[src/rtl/alu_div8_seq_if.sv]
// Request/response bundle between the control unit (master) and the
// sequential divider (slave).
interface alu_div8_seq_if;
    logic       start;
    logic [7:0] dividend;
    logic [7:0] divisor;
    logic       busy;
    logic       done;
    logic [7:0] quotient;
    logic [7:0] remainder;
    logic       div_by_zero;

    modport master (
        output start, dividend, divisor,
        input  busy, done, quotient, remainder, div_by_zero
    );

    modport slave (
        input  start, dividend, divisor,
        output busy, done, quotient, remainder, div_by_zero
    );
endinterface

[src/rtl/alu_div8_seq.sv]
// 8-bit unsigned restoring divider that borrows the ALU's adder for its
// trial subtractions, one quotient bit per cycle.
module alu_div8_seq (
    input  logic             clk,
    input  logic             rst_n,
    alu_div8_seq_if.slave    bus,
    output logic [7:0]       alu_a,
    output logic [7:0]       alu_b,
    output logic             alu_cin,
    input  logic [7:0]       alu_sum,
    input  logic             alu_cout
);

    typedef enum logic [1:0] {
        ST_IDLE = 2'd0,
        ST_RUN  = 2'd1,
        ST_DONE = 2'd2
    } state_t;

    state_t     state_q, state_d;
    logic [2:0] cnt_q, cnt_d;
    logic [7:0] dvd_q, dvd_d;
    logic [7:0] dvs_q, dvs_d;
    logic [7:0] rem_w_q, rem_w_d;
    logic [7:0] quo_w_q, quo_w_d;
    logic       busy_q, busy_d;
    logic       done_q, done_d;
    logic [7:0] quo_q, quo_d;
    logic [7:0] rem_q, rem_d;
    logic       dbz_q, dbz_d;
    logic [7:0] shifted_s;
    logic [7:0] quo_next_s;

    // Next-state, iteration datapath and adder drive.
    always_comb begin
        shifted_s  = {rem_w_q[6:0], dvd_q[cnt_q]};
        quo_next_s = quo_w_q;
        quo_next_s[cnt_q] = alu_cout;

        state_d = state_q;
        cnt_d   = cnt_q;
        dvd_d   = dvd_q;
        dvs_d   = dvs_q;
        rem_w_d = rem_w_q;
        quo_w_d = quo_w_q;
        busy_d  = busy_q;
        done_d  = 1'b0;
        quo_d   = quo_q;
        rem_d   = rem_q;
        dbz_d   = dbz_q;
        alu_a   = 8'h00;
        alu_b   = 8'h00;
        alu_cin = 1'b0;

        case (state_q)
            ST_IDLE: begin
                if (bus.start) begin
                    dvd_d = bus.dividend;
                    dvs_d = bus.divisor;
                    if (bus.divisor == 8'h00) begin
                        state_d = ST_DONE;
                        done_d  = 1'b1;
                        quo_d   = 8'hFF;
                        rem_d   = bus.dividend;
                        dbz_d   = 1'b1;
                    end else begin
                        state_d = ST_RUN;
                        busy_d  = 1'b1;
                        cnt_d   = 3'd7;
                        rem_w_d = 8'h00;
                        quo_w_d = 8'h00;
                    end
                end else begin
                    state_d = ST_IDLE;
                end
            end
            ST_RUN: begin
                // Subtract via a + ~b + 1; carry out means no borrow.
                alu_a   = shifted_s;
                alu_b   = ~dvs_q;
                alu_cin = 1'b1;
                rem_w_d = alu_cout ? alu_sum : shifted_s;
                quo_w_d = quo_next_s;
                if (cnt_q == 3'd0) begin
                    state_d = ST_DONE;
                    busy_d  = 1'b0;
                    done_d  = 1'b1;
                    quo_d   = quo_next_s;
                    rem_d   = rem_w_d;
                    dbz_d   = 1'b0;
                end else begin
                    cnt_d = cnt_q - 3'd1;
                end
            end
            ST_DONE: begin
                state_d = ST_IDLE;
            end
            default: begin
                state_d = ST_IDLE;
                busy_d  = 1'b0;
            end
        endcase
    end

    // State and result registers.
    always_ff @(posedge clk or negedge rst_n) begin
        if (!rst_n) begin
            state_q <= ST_IDLE;
            cnt_q   <= 3'd0;
            dvd_q   <= 8'h00;
            dvs_q   <= 8'h00;
            rem_w_q <= 8'h00;
            quo_w_q <= 8'h00;
            busy_q  <= 1'b0;
            done_q  <= 1'b0;
            quo_q   <= 8'h00;
            rem_q   <= 8'h00;
            dbz_q   <= 1'b0;
        end else begin
            state_q <= state_d;
            cnt_q   <= cnt_d;
            dvd_q   <= dvd_d;
            dvs_q   <= dvs_d;
            rem_w_q <= rem_w_d;
            quo_w_q <= quo_w_d;
            busy_q  <= busy_d;
            done_q  <= done_d;
            quo_q   <= quo_d;
            rem_q   <= rem_d;
            dbz_q   <= dbz_d;
        end
    end

    assign bus.busy        = busy_q;
    assign bus.done        = done_q;
    assign bus.quotient    = quo_q;
    assign bus.remainder   = rem_q;
    assign bus.div_by_zero = dbz_q;

endmodule

[src/flat_wrapper.sv]
// flat-port wrapper written by rule: the top's interface ports become plain ports
module alu_div8_seq_flat 
  (clk, rst_n, alu_a, alu_b, alu_cin, alu_sum, alu_cout, bus_start, bus_dividend, bus_divisor, bus_busy, bus_done, bus_quotient, bus_remainder, bus_div_by_zero);
  alu_div8_seq_if bus_i ();
  input  logic clk;
  input  logic rst_n;
  output logic [7:0] alu_a;
  output logic [7:0] alu_b;
  output logic alu_cin;
  input  logic [7:0] alu_sum;
  input  logic alu_cout;
  input wire logic [$bits(bus_i.start)-1:0] bus_start;
  input wire logic [$bits(bus_i.dividend)-1:0] bus_dividend;
  input wire logic [$bits(bus_i.divisor)-1:0] bus_divisor;
  output wire logic [$bits(bus_i.busy)-1:0] bus_busy;
  output wire logic [$bits(bus_i.done)-1:0] bus_done;
  output wire logic [$bits(bus_i.quotient)-1:0] bus_quotient;
  output wire logic [$bits(bus_i.remainder)-1:0] bus_remainder;
  output wire logic [$bits(bus_i.div_by_zero)-1:0] bus_div_by_zero;
  assign bus_i.start = bus_start;
  assign bus_i.dividend = bus_dividend;
  assign bus_i.divisor = bus_divisor;
  assign bus_busy = bus_i.busy;
  assign bus_done = bus_i.done;
  assign bus_quotient = bus_i.quotient;
  assign bus_remainder = bus_i.remainder;
  assign bus_div_by_zero = bus_i.div_by_zero;
  alu_div8_seq u_core (.clk(clk), .rst_n(rst_n), .bus(bus_i), .alu_a(alu_a), .alu_b(alu_b), .alu_cin(alu_cin), .alu_sum(alu_sum), .alu_cout(alu_cout));
endmodule
[config.mk]
export PLATFORM = sky130hd
export DESIGN_NAME = alu_div8_seq_flat
export DESIGN_NICKNAME = d
export VERILOG_FILES = /design/src/rtl/alu_div8_seq_if.sv /design/src/rtl/alu_div8_seq.sv /design/src/flat_wrapper.sv
export SDC_FILE = /design/constraint.sdc
export NUM_CORES = 1
export LEC_CHECK = 0
export CAP_MARGIN = 20
export CORE_MARGIN = 4
export CORE_UTILIZATION = 50
export CTS_CLUSTER_DIAMETER = 60
export DETAILED_ROUTE_END_ITERATION = 8
export PLACE_DENSITY = 0.8
export SLEW_MARGIN = 20
export SYNTH_ARGS = -nofsm -noshare
export SYNTH_HDL_FRONTEND = slang
export SYNTH_SLANG_ARGS = --single-unit
[constraint.sdc]
create_clock -name clk -period 2.46 [get_ports clk]
set_input_delay 0.369 -clock clk [delete_from_list [all_inputs] [get_ports clk]]
set_output_delay 0.369 -clock clk [all_outputs]
set_load 0.01 [all_outputs]
# Yosys cells after proc, flatten, opt, wreduce, memory -nomap -nowiden
# Index checks and enable logic that the tools add are counted.
[op_classes] n_addsub=1 n_mul=0 div=0 magnitude_cmp=2 n_eq_ne=7 shifts=0 muxes=40 bitwise=2 reduce_logical=10
[ops] operator="$mux 8" count=11
[ops] operator="$pmux 8 s2" count=3
[ops] operator="$pmux 7 s2" count=1
[ops] operator="$reduce_and 4->1" count=3
[ops] operator="$mux 1" count=11
[ops] operator="$mux 3" count=3
[ops] operator="$bwmux 8" count=1
[ops] operator="$logic_not 8->1" count=1
[ops] operator="$not 8->8" count=1
[ops] operator="$mux 2" count=3
[ops] operator="$ne 2x2->1 const B" count=3
[ops] operator="$pmux 3 s2" count=1
[ops] operator="$lt 3x4->1 const B" count=1
[ops] operator="$ne 2x1->1 const B" count=2
[ops] operator="$pmux 1 s2" count=2
[ops] operator="$pmux 2 s2" count=1
[ops] operator="$bmux 1 s3" count=1
[ops] operator="$demux 1 s3" count=1
[ops] operator="$ge 3x1->1 const B" count=1
[ops] operator="$logic_not 3->1" count=1
[ops] operator="$pmux 1 s3" count=1
[ops] operator="$reduce_and 3->1" count=1
[ops] operator="$sub 3x1->3 const B" count=1
[ops] operator="$eq 2x1->1 const B" count=1
[ops] operator="other kinds (6)" count=6
[word_totals] regBits=55 latchBits=0 ramBits=0 mem_bits_ro=0 input_bits=28 out_inout_bits=36 n_memories=0

# Depth between registers and ports, before layout
# Gate-level depths: netlist of the first run.
[logic_depth] ltp_word=7 mapped_depth=9

# Worst setup path before layout of the first run
# OpenSTA, ideal clock, no wires.
[synth_timing] path_kind="register to register" from="register u_core.cnt_q[0]" to="register u_core.dbz_q (netlist: u_core.bus.div_by_zero)" setup_ps=117 arrival_ps=1747 required_time_ps=2343 setup_slack_ps=596 path_stages_with_launch=10 n_path_buf=2 period_less_slack_ps=1864 cell_sequence="dfrtp_1 clkbuf_1 inv_1 ha_1 and4bb_4 a31oi_4 inv_4 buf_6 nor2_1 nor2_1"
[synth_via] elab_chain_len=3
[synth_lines] item="from (decl)" line_no="alu_div8_seq.sv:21" source="logic [2:0] cnt_q, cnt_d;"
[synth_lines] item="from (signal assigned)" line_no="alu_div8_seq.sv:121" source="cnt_q <= cnt_d;"
[synth_lines] item="$logic_not 3->1" line_no="alu_div8_seq.sv:84" source="if (cnt_q == 3'd0) begin"
[synth_lines] item="$ne 2x1->1 (no line)"
[synth_lines] item="$reduce_and 4->1 (no line)"
[synth_lines] item="to (signal assigned)" line_no="alu_div8_seq.sv:130" source="dbz_q <= dbz_d;"
[synth_lines] item="to (decl)" line_no="alu_div8_seq.sv:30" source="logic dbz_q, dbz_d;"
# No other way between the ends.
# A chain may end at the register's enable or synchronous reset.

# Worst setup path after layout of the first run
[layout_timing] from="register u_core.cnt_q[1]" to="output port alu_a[0]"
[layout_via] elab_chain_len=3
[layout_lines] item="$bmux 1 s3" line_no="alu_div8_seq.sv:36" source="shifted_s = {rem_w_q[6:0], dvd_q[cnt_q]};"
[layout_lines] item="$mux 1 (not written as such)" line_no="alu_div8_seq.sv:36"
[layout_lines] item="$mux 8" line_no="alu_div8_seq.sv:55" source="case (state_q)"
[layout_lines] item="to (decl)" line_no="flat_wrapper.sv:7" source="output logic [7:0] alu_a;"
# No other way between the ends. The select of a mux whose other input is x is not followed.

==> impl.org, run 1 <==
** Timing
- The clock arrives with 8.280 ps of skew.
- Max-slew violation count :: 0
- At the pin with the least slew margin, the transition time is 673.1 ps.
- Setup violations remaining at the end of the flow were counted as 0.
- Setup repair after global routing left no endpoint under its margin.
- Final critical-path share of the clock period :: 91.82%
- The hold violation count in the final report was 0.
- Final Worst Setup Slack :: 201.3 ps
- Static timing analysis puts the maximum clock frequency at 0.4427 GHz.
- The clock period could shrink to 2259 ps.
- In the final timing run, aggregate negative setup slack is 0 ps.
- Slew HR :: 55.12%

** Synthesis
- After synthesis, the mean cell area works out to 10.82 sq um.
- Sequential cells were found to cover 50.90% of the synthesized design area.
- The synthesized netlist devotes 13.37% of its cell area to simple gates.
- The synthesized design contains 0 enable-type register cells.
- Fraction of synthesized area in multiplexers :: 13.37%
- Of all flip-flops after synthesis, the portion carrying an async set or reset was 100.0%.
- Number of instances in the synthesized netlist :: 250
- Top_reg_cell synth :: sky130_fd_sc_hd__dfrtp_1
- Summed instance area of the synthesized netlist :: 2704 sq um
- Main combinational cell family by area after synthesis :: compound AO/OA/AOI/OAI gates
- Of the total synthesized cell area, the portion taken by XOR and XNOR cells is 0%.
- Yosys printed 0 warnings.
- Summing the areas of all compound-gate instances in the mapped netlist gives 17.26% of the synthesized area.
- The synthesized netlist devotes 0.9255% of its cell area to adder and majority cells.
- Yosys reg bits :: 55
- In this run, distinct cell masters in the synthesized netlist total 40.
- Total nets after synthesis :: 280

** Worst setup path
- Among cell families on the critical path, the largest total delay comes from compound AO/OA/AOI/OAI gates.
- Required time of the critical path :: 2090 ps
- Counting buffers and inverters, the worst setup path is 5 cells deep.
- The worst setup path is captured at an output pin.
- Counting cells, the worst reg-to-reg path comes to 7.
- The worst setup path is launched from a flip-flop.
- STA puts the critical path data arrival time at 1890 ps.
- CP max-delay cell :: sky130_fd_sc_hd__dfrtp_1
- Slack of the worst reg-to-reg path :: 600 ps
- The largest single stage delay on the critical path is 380 ps.
- Chain of cells forming the critical path :: mux2_2 -> a221o_1 -> a21oi_1 -> nor2_1 -> dlygate4sd2_1
- The worst setup path is of the flip-flop to output pin kind.
- In this run the worst path has a maximum fanout of 2.
- Count of buffering cells on the critical path with inverters included :: 1

** Global route
- The first global-routing pass estimated 10.20 mm of wire.
- Antenna violations before repair :: 0
- Combined global-route utilization of all metal layers :: 19.66%
- Entering global routing, the biggest net connects 56 pins.
- The via count of the first global-routing pass came to 2162.
- Remaining global-route overflow :: 0

** Floorplanning
- Die H :: 81.54 microns
- In this run the standard cell core region covers 5172 sq um.
- The initial utilization of the core area, before any placement, comes to 52.27%.
- Top Ports :: 64
- The floorplan has 26 rows.
- The die covers 6648 sq um.
- Die boundary width :: 81.54 microns

** Drt
- The pre-antenna-repair detailed-routing pass consisted of 4 iterations.
- Remaining DRCs :: 0
- Violation count after the first detailed-routing iteration :: 105
- Average wire length per cell after detail routing :: 15.22 microns
- Routed Antenna Nets :: 0
- Total length of routed wires :: 5.858 mm
- In the routed layout, each cell is associated on average with a via count of 5.299.
- Routed via count :: 2040

** Pwr
- Total chip power :: 0.004446 W
- Sw frac :: 37.76%
- Highest ir drop seen on vdd :: 0.6575 mV
- Power density over the cells :: 1273 nW/um^2
- Switching power of the nets :: 0.001679 W
- Sequential power share :: 36.5%
- Cell-internal power :: 0.002767 W
- Static Leakage :: 1.550 nW
- Of the total power, the clock network draws 10.8%.
- Combinational cells account for 52.8% of the total power.

** Placement
- Routability congestion estimate :: 0.7793
- Detailed placer's ending HPWL :: 4.205 mm
- Port Buffers :: 63
- Post-place setup slack :: 334.5 ps
- Dpl cell area :: 3408 sq um

** Job
- Number of max-cap violations :: 0

** Clocking
- Post-CTS Hold Buffers :: 0
- Clk_lat worst skew :: 300 ps
- The root buffer cell chosen for the clock tree is sky130_fd_sc_hd__clkbuf_8.
- For this design, the sink count on the clock tree is 55.
- Counting along the longest clock path gives a buffer depth of 2.
- TritonCTS clock tree :: yes
- Post-CTS repair changed the size of 2 cells.
- Post-CTS clock slew at the launch and capture registers of the worst setup and hold paths :: 100 ps
- Clock tree synthesis inserted a total of 5 buffers.
- The clock tree synthesis step divided the H-tree into 2 levels.
- Number of buffers added for setup after CTS :: 0

** Layout
- Finished layout cell area :: 3492 sq um
- For this run, the post-layout net count is 344.
- The area growth from synthesis to layout is 29.15%.
- Commonest non-fill, non-tap cell in the layout :: sky130_fd_sc_hd__clkdlybuf4s50_1
- In the layout the commonest cells are sky130_fd_sc_hd__clkdlybuf4s50_1 (61), sky130_fd_sc_hd__dfrtp_1 (54), sky130_fd_sc_hd__nor2_1 (28).
- The post-route netlist has 15.24% of its cells at a drive strength greater than 1.
- Number of antenna diodes :: 0
- Counting the fill cells in the layout gives 418.

** Hold path
- Worst min path class :: primary input to asynchronous set/reset pin

** Status
- Outcome :: complete, no violations
-- worst register-to-register path, delay by kind of cell (launching register included) --
family | cells | cell delay, ps
adders and majority gates | 1 | 220
AOI/OAI and AO/OA | 2 | 470
DFF | 1 | 410
and+or+nand+nor | 2 | 320
buffers and inverters | 2 | 300
-- state kept, by name (all words and copies together), names as in the netlist --
name / count
u_core.bus.busy: 1
u_core.bus.div_by_zero: 1
u_core.bus.done: 1
u_core.bus.quotient: 8
u_core.bus.remainder: 8
u_core.cnt_q: 3
u_core.dvd_q: 8
u_core.dvs_q: 8
u_core.quo_w_q: 8
u_core.rem_w_q: 7
u_core.state_q: 2
-- cells in the mapped netlist, types with 2 or more instances --
master | instances | area share [%]
sky130_fd_sc_hd__ha_1 | 2 | 0.93
sky130_fd_sc_hd__buf_2 | 4 | 0.74
sky130_fd_sc_hd__mux2_2 | 17 | 7.1
sky130_fd_sc_hd__inv_1 | 7 | 0.97
sky130_fd_sc_hd__buf_6 | 2 | 0.83
sky130_fd_sc_hd__nor3_1 | 2 | 0.37
sky130_fd_sc_hd__o21ai_0 | 13 | 2.4
sky130_fd_sc_hd__buf_1 | 2 | 0.28
sky130_fd_sc_hd__o2bb2ai_1 | 9 | 2.9
sky130_fd_sc_hd__a21oi_1 | 20 | 3.7
sky130_fd_sc_hd__o31ai_1 | 2 | 0.56
sky130_fd_sc_hd__mux2i_1 | 17 | 6.3
sky130_fd_sc_hd__nor2_1 | 28 | 3.9
sky130_fd_sc_hd__or3b_2 | 2 | 0.65
sky130_fd_sc_hd__nand3b_1 | 6 | 1.7
sky130_fd_sc_hd__nand2_1 | 11 | 1.5
sky130_fd_sc_hd__a21o_1 | 6 | 1.7
sky130_fd_sc_hd__dfrtp_1 | 55 | 51
sky130_fd_sc_hd__and2_1 | 8 | 1.9
sky130_fd_sc_hd__nor4_2 | 2 | 0.93
sky130_fd_sc_hd__a31oi_1 | 8 | 1.9
sky130_fd_sc_hd__clkbuf_1 | 7 | 0.97
sky130_fd_sc_hd__o21ai_1 | 3 | 0.56
-- layout make-up --
type / instances / area, sq um / area share, %
clock buffer: 5 / 68.82 / 1.971
timing repair buffer: 72 / 691.9 / 19.81
sequential: 55 / 1378 / 39.45
multi-input combinational: 171 / 1215 / 34.79
inverter: 9 / 36.28 / 1.039
tap: 70 / 87.58 / 2.508
clock inverter: 3 / 15.01 / 0.4300
-- stage by stage --
stage          utilization, %  std cells  hold WS (ps)
2_1_floorplan               -        250         73.41
3_3_place_gp            65.89        377         472.9
3_5_place_dp            65.89        377         477.3
4_1_cts                 67.51        385         206.5
5_1_grt                 67.51        385         224.9
6_report                67.51        385         174.8
-- worst paths after layout --
path | from | endpoint
worst max-delay path | u_core.cnt_q[1] | alu_a[0]
worst min-delay path | rst_n | u_core.bus.quotient[6]
worst max register to register | u_core.cnt_q[1] | u_core.cnt_q[1]
worst min register to register | u_core.bus.remainder[2] | u_core.bus.remainder[2]
max in group asynchronous | rst_n | u_core.cnt_q[0]
min in group clk | u_core.bus.remainder[2] | u_core.bus.remainder[2]
-- layer usage --
metal | part of all wire (%) | up-vias | track usage (%)
met5 | 0 | - | 0
met4 | 1.1 | 0 | 6.081
met3 | 3.2 | 8 | 3.180
met2 | 49 | 45 | 31.43
met1 | 46 | 967 | 27.40
li1 | - | 1020 | -
-- power groups by stage --
stage,clock network (W),logic (W),registers [W]
3_5_place_dp,0,0.00238,0.00164
6_report,0.000479,0.00235,0.00162
2_1_floorplan,0,0.00139,0.00162
3_3_place_gp,0,0.00233,0.00162
4_1_cts,0.000497,0.00237,0.00162
5_1_grt,0.000543,0.00260,0.00168
-- cells by family (layout without fill, tap and decap cells) --
group	Yosys count	in the layout
AO/OA/AOI/OAI	69	69
AND/OR/NAND/NOR	66	66
flip-flops	55	55
multiplexers	34	34
buffers and inverters	24	89
adder cells (fa/ha/maj)	2	2
Power figures use the tool's default switching activity.
==> inputs of run 2 (changes only) <==
Settings changed: CAP_MARGIN 20 to 10.
==> results of run 2 <==
No change in the layout: final DEF, timing and power equal those of run 1.
==> inputs of run 3 (changes only) <==
Settings changed: ABC_AREA set to 1, CORE_UTILIZATION 50 to 49, GPL_TIMING_DRIVEN set to 0, PLACE_DENSITY 0.8 to unset, PLACE_DENSITY_LB_ADDON set to 0.12.
==> impl.org, run 3 <==
** Drt
- After detailed routing, the number of remaining DRC violations is 0.
- Average wire length per cell after detail routing :: 14.10 microns
- The detailed router placed 2423 vias in this run.
- Violation count after the first detailed-routing iteration :: 192
- The detail route stage leaves a number of antenna-violating nets equal to 0.
- The first TritonRoute pass finished after 5 iterations.
- Total length of routed wires :: 6.655 mm
- Number of vias per cell after detailed routing :: 5.133

** Worst setup path
- Critical path fanouts, max :: 10
- Launching element type of the critical path :: flip-flop
- Worst Path Class, Setup :: flip-flop to output pin
- CP max-delay cell :: sky130_fd_sc_hd__clkdlybuf4s50_1
- For the worst setup path, the data required time is 2090 ps.
- For the worst setup path, the data arrival time is 1940 ps.
- Traced cell by cell, the critical path runs through inv_1 -> nand2_1 -> buf_2 -> clkbuf_4 -> nor2_1 -> clkdlybuf4s50_1.
- CP peak stage delay :: 550 ps
- STA classifies the critical path endpoint as an output pin.

** Clocking
- For the worst-skew pair, the clock arrives at the later sink with an insertion delay of 310 ps.
- Post-CTS clock slew at the launch and capture registers of the worst setup and hold paths :: 100 ps
- Clock sink total :: 55
- No sink is reached through more buffers than the 2 on the longest clock path.
- Post-CTS Hold Buffers :: 0
- CTS built an H-tree with a depth of 2.
- TritonCTS clock tree :: yes
- Clock tree synthesis selected as its root buffer the cell sky130_fd_sc_hd__clkbuf_8.
- Number of buffers created by CTS :: 5

** Floorplanning
- After floorplanning, the core was divided into 26 placement rows.
- Die boundary width :: 81.91 microns
- 64 I/O pins were placed.
- Die Outline Area :: 6708 sq um
- The total area inside the core boundary comes to 5205 sq um.
- The die is 81.91 microns tall.
- Initial standard-cell utilization of the core :: 51.42%

** Synthesis
- Area contributors post-synth :: sky130_fd_sc_hd__dfrtp_1 (51%), sky130_fd_sc_hd__nand2_1 (14%), sky130_fd_sc_hd__o21ai_0 (6.4%)
- Yosys reg bits :: 55
- The synthesized netlist devotes 26.79% of its cell area to simple gates.
- During synthesis, Yosys emitted a total of 0 warnings.
- Number of distinct standard cells referenced by the synthesized netlist :: 27
- Fraction of the mapped netlist area in compound gates :: 13.14%
- The synthesized netlist devotes 0.9350% of its cell area to adder and majority cells.
- Register area share after synthesis :: 51.43%
- The synthesized netlist devotes 0.3273% of its cell area to XOR and XNOR gates.
- After synthesis, the largest family of logic cells by area is simple AND/OR/NAND/NOR gates.
- Cell taking the most area after synthesis :: sky130_fd_sc_hd__dfrtp_1
- The average instance in the mapped netlist occupies 8.086 sq um.
- Number of instances in the synthesized netlist :: 331
- Number of flops mapped to enable cells by yosys :: 0
- Top_reg_cell synth :: sky130_fd_sc_hd__dfrtp_1
- In the synthesized netlist, the cells that appear most often are sky130_fd_sc_hd__nand2_1 (97), sky130_fd_sc_hd__dfrtp_1 (55), sky130_fd_sc_hd__o21ai_0 (34).
- Fraction of synthesis flops using an asynchronous set or reset pin :: 100.0%
- When the netlist entered floorplanning its net count stood at 361.
- Most used standard cell by instance count after synthesis :: sky130_fd_sc_hd__nand2_1
- The mapped netlist covers 2676 sq um.
- After synthesis, the share of cell area in mux cells is 0%.
- After synthesis, the largest area contributor takes up 51.43% of total cell area.

** Timing
- Max-slew violation count :: 0
- The hold violation count in the final report came to 0.
- Subtracting the final worst setup slack from the clock period gives 2311 ps.
- Adding up every negative setup slack in the final design gives 0 ps.
- Final Worst Setup Slack :: 149.5 ps
- For the pin with the worst max-slew slack, the measured transition is 691.3 ps.
- For the final database, setup skew stands at 15.47 ps.
- Final critical-path share of the clock period :: 93.92%
- FMAX :: 0.4328 GHz
- Setup repair after global routing left no endpoint under its margin.
- Final Setup Violations :: 0
- The worst pin sits at a relative slew slack of 53.91%.
- On the final layout, the worst hold slack is 97.08 ps.

** Pwr
- Power density over the cells :: 1269 nW/um^2
- Per report_power, the sequential group accounts for 35.4% of the total.
- Highest ir drop seen on vdd :: 0.5927 mV
- Switching power of the nets :: 0.001801 W
- For this design the static power due to leakage is 1.754 nW.
- Cell-internal power :: 0.002628 W
- Clock network fraction of design power :: 11.8%
- Net switching is 40.66% of the power.
- Of the total power, combinational logic draws 52.8%.

** Placement
- Buffers placed on the I/O ports in this run total 63.
- After legalization and detailed placement, the total HPWL measured 4.981 mm.
- The congestion estimate from routability-driven global placement came to 0.8808.
- Cell total after placement :: 464
- Before CTS, the worst setup slack after placement is 306.1 ps.

** Global route
- Number of global-route vias before repair :: 2387
- Largest net degree at the start of global routing :: 56
- Antenna violations before repair :: 0
- Wire length of the first global-routing pass :: 11.27 mm
- Combined global-route utilization of all metal layers :: 22.20%
- Global routing finished with a remaining overflow of 0.

** Layout
- Commonest non-fill, non-tap cell in the layout :: sky130_fd_sc_hd__nand2_1
- For this run, the share of the core covered by cells in the final layout is 67.04%.
- Net count reported at finish :: 431
- The number of antenna diodes in the final layout is 0.
- Cells with a size suffix above 1 make up 7.960% of the layout.
- Compared with the post-synthesis result, the final layout area differs by 30.39%.
- Final std cells w/o fill :: 472
- Commonest cells after routing, fill and taps aside :: sky130_fd_sc_hd__nand2_1 (97), sky130_fd_sc_hd__dfrtp_1 (55), sky130_fd_sc_hd__clkdlybuf4s50_1 (49)
- Filler instances :: 462

** Job
- Number of max-cap violations :: 0

** Status
- The flow ran to the end, and the final reports show no timing, DRC or antenna violations.

** Hold path
- Worst min path class :: primary input to asynchronous set/reset pin
## run 3: cell types whose count changed in the layout (fill, tap and decap cells not counted), moves of 12 or more
| cell | delta |
|---|---|
| sky130_fd_sc_hd__o21ai_0 | +21 |
| sky130_fd_sc_hd__clkdlybuf4s50_1 | -12 |
| sky130_fd_sc_hd__nand3_1 | +25 |
| sky130_fd_sc_hd__mux2i_1 | -17 |
| sky130_fd_sc_hd__a21oi_1 | -12 |
| sky130_fd_sc_hd__inv_1 | +19 |
| sky130_fd_sc_hd__nand2_1 | +86 |
| sky130_fd_sc_hd__mux2_2 | -17 |
## run 3: path summary, 6_finish.rpt
kind / from / endpoint / slack, ps / cells after the start
setup / recovery: u_core.state_q[1] / alu_b[7] / 150 / 6
hold / removal: rst_n / u_core.dvs_q[7] / 100 / 1
setup reg to reg: u_core.cnt_q[1] / u_core.bus.remainder[7] / 570 / 11
hold reg to reg: u_core.dvs_q[6] / u_core.dvs_q[6] / 490 / 2
max in group asynchronous: rst_n / u_core.bus.remainder[5] / 1910 / 1
min in group clk: u_core.dvs_q[6] / u_core.dvs_q[6] / 490 / 2
## run 3: per-stage QoR
| step | cell area [sq um] | total power, W |
|---|---|---|
| after global placement | 3395 | 0.003940 |
| after global routing | 3490 | 0.004827 |
| final | 3490 | 0.004429 |
| after detailed placement | 3392 | 0.004001 |
| after CTS | 3475 | 0.004465 |
| after floorplan | 2676 | 0.002929 |
## run 3: power groups by stage
stage / combinational, W / sequential [W] / clock, W
floorplan: 0.00132 / 0.00161 / 0
global placement: 0.00238 / 0.00156 / 0
detailed placement: 0.00242 / 0.00158 / 0
CTS: 0.00236 / 0.00157 / 0.000535
global route: 0.00262 / 0.00162 / 0.000582
finish: 0.00234 / 0.00157 / 0.000524
## run 3: what timing repair did
action / 4_1_cts / 5_1_grt
setup buffers: 0 / 0
gates resized for setup: 10 / 6
endpoints found under the setup margin: 10 / 3
gates cloned: 0 / 0
## run 3: logic make-up (layout without fill, tap and decap cells)
| logic type | count (synthesis) | in the layout |
|---|---|---|
| adder cells (fa/ha/maj) | 2 | 2 |
| AO/OA/AOI/OAI | 61 | 61 |
| buffers and inverters | 44 | 115 |
| XOR/XNOR | 1 | 1 |
| flip-flops | 55 | 55 |
| AND/OR/NAND/NOR | 168 | 168 |
## run 3: layer usage
layer  routed length [microns]  GRT usage (%)  part of all wire [%]  vias up
li1                          -              -                     -     1213
met2                      3304          36.43                    50       66
met5                         0              0                     0        -
met3                       336          5.702                   5.0        9
met1                      2911          29.10                    44     1135
met4                       104          6.146                   1.6        0
## run 3: final cells by class
type	count	area (sq um)	area share (%)
clock inverter	1	8.758	0.2510
sequential	55	1376	39.44
timing repair buffer	63	623.1	17.86
inverter	28	105.1	3.012
tap	70	87.58	2.510
clock buffer	7	86.33	2.474
multi-input combinational	232	1107	31.73
buffer	16	95.09	2.725
## run 3: critical path: cells and delay by family, from the launching register on
kind                   cells  cell delay [ps]
buffers and inverters      4             1050
DFF                        1              410
and+or+nand+nor            2              190
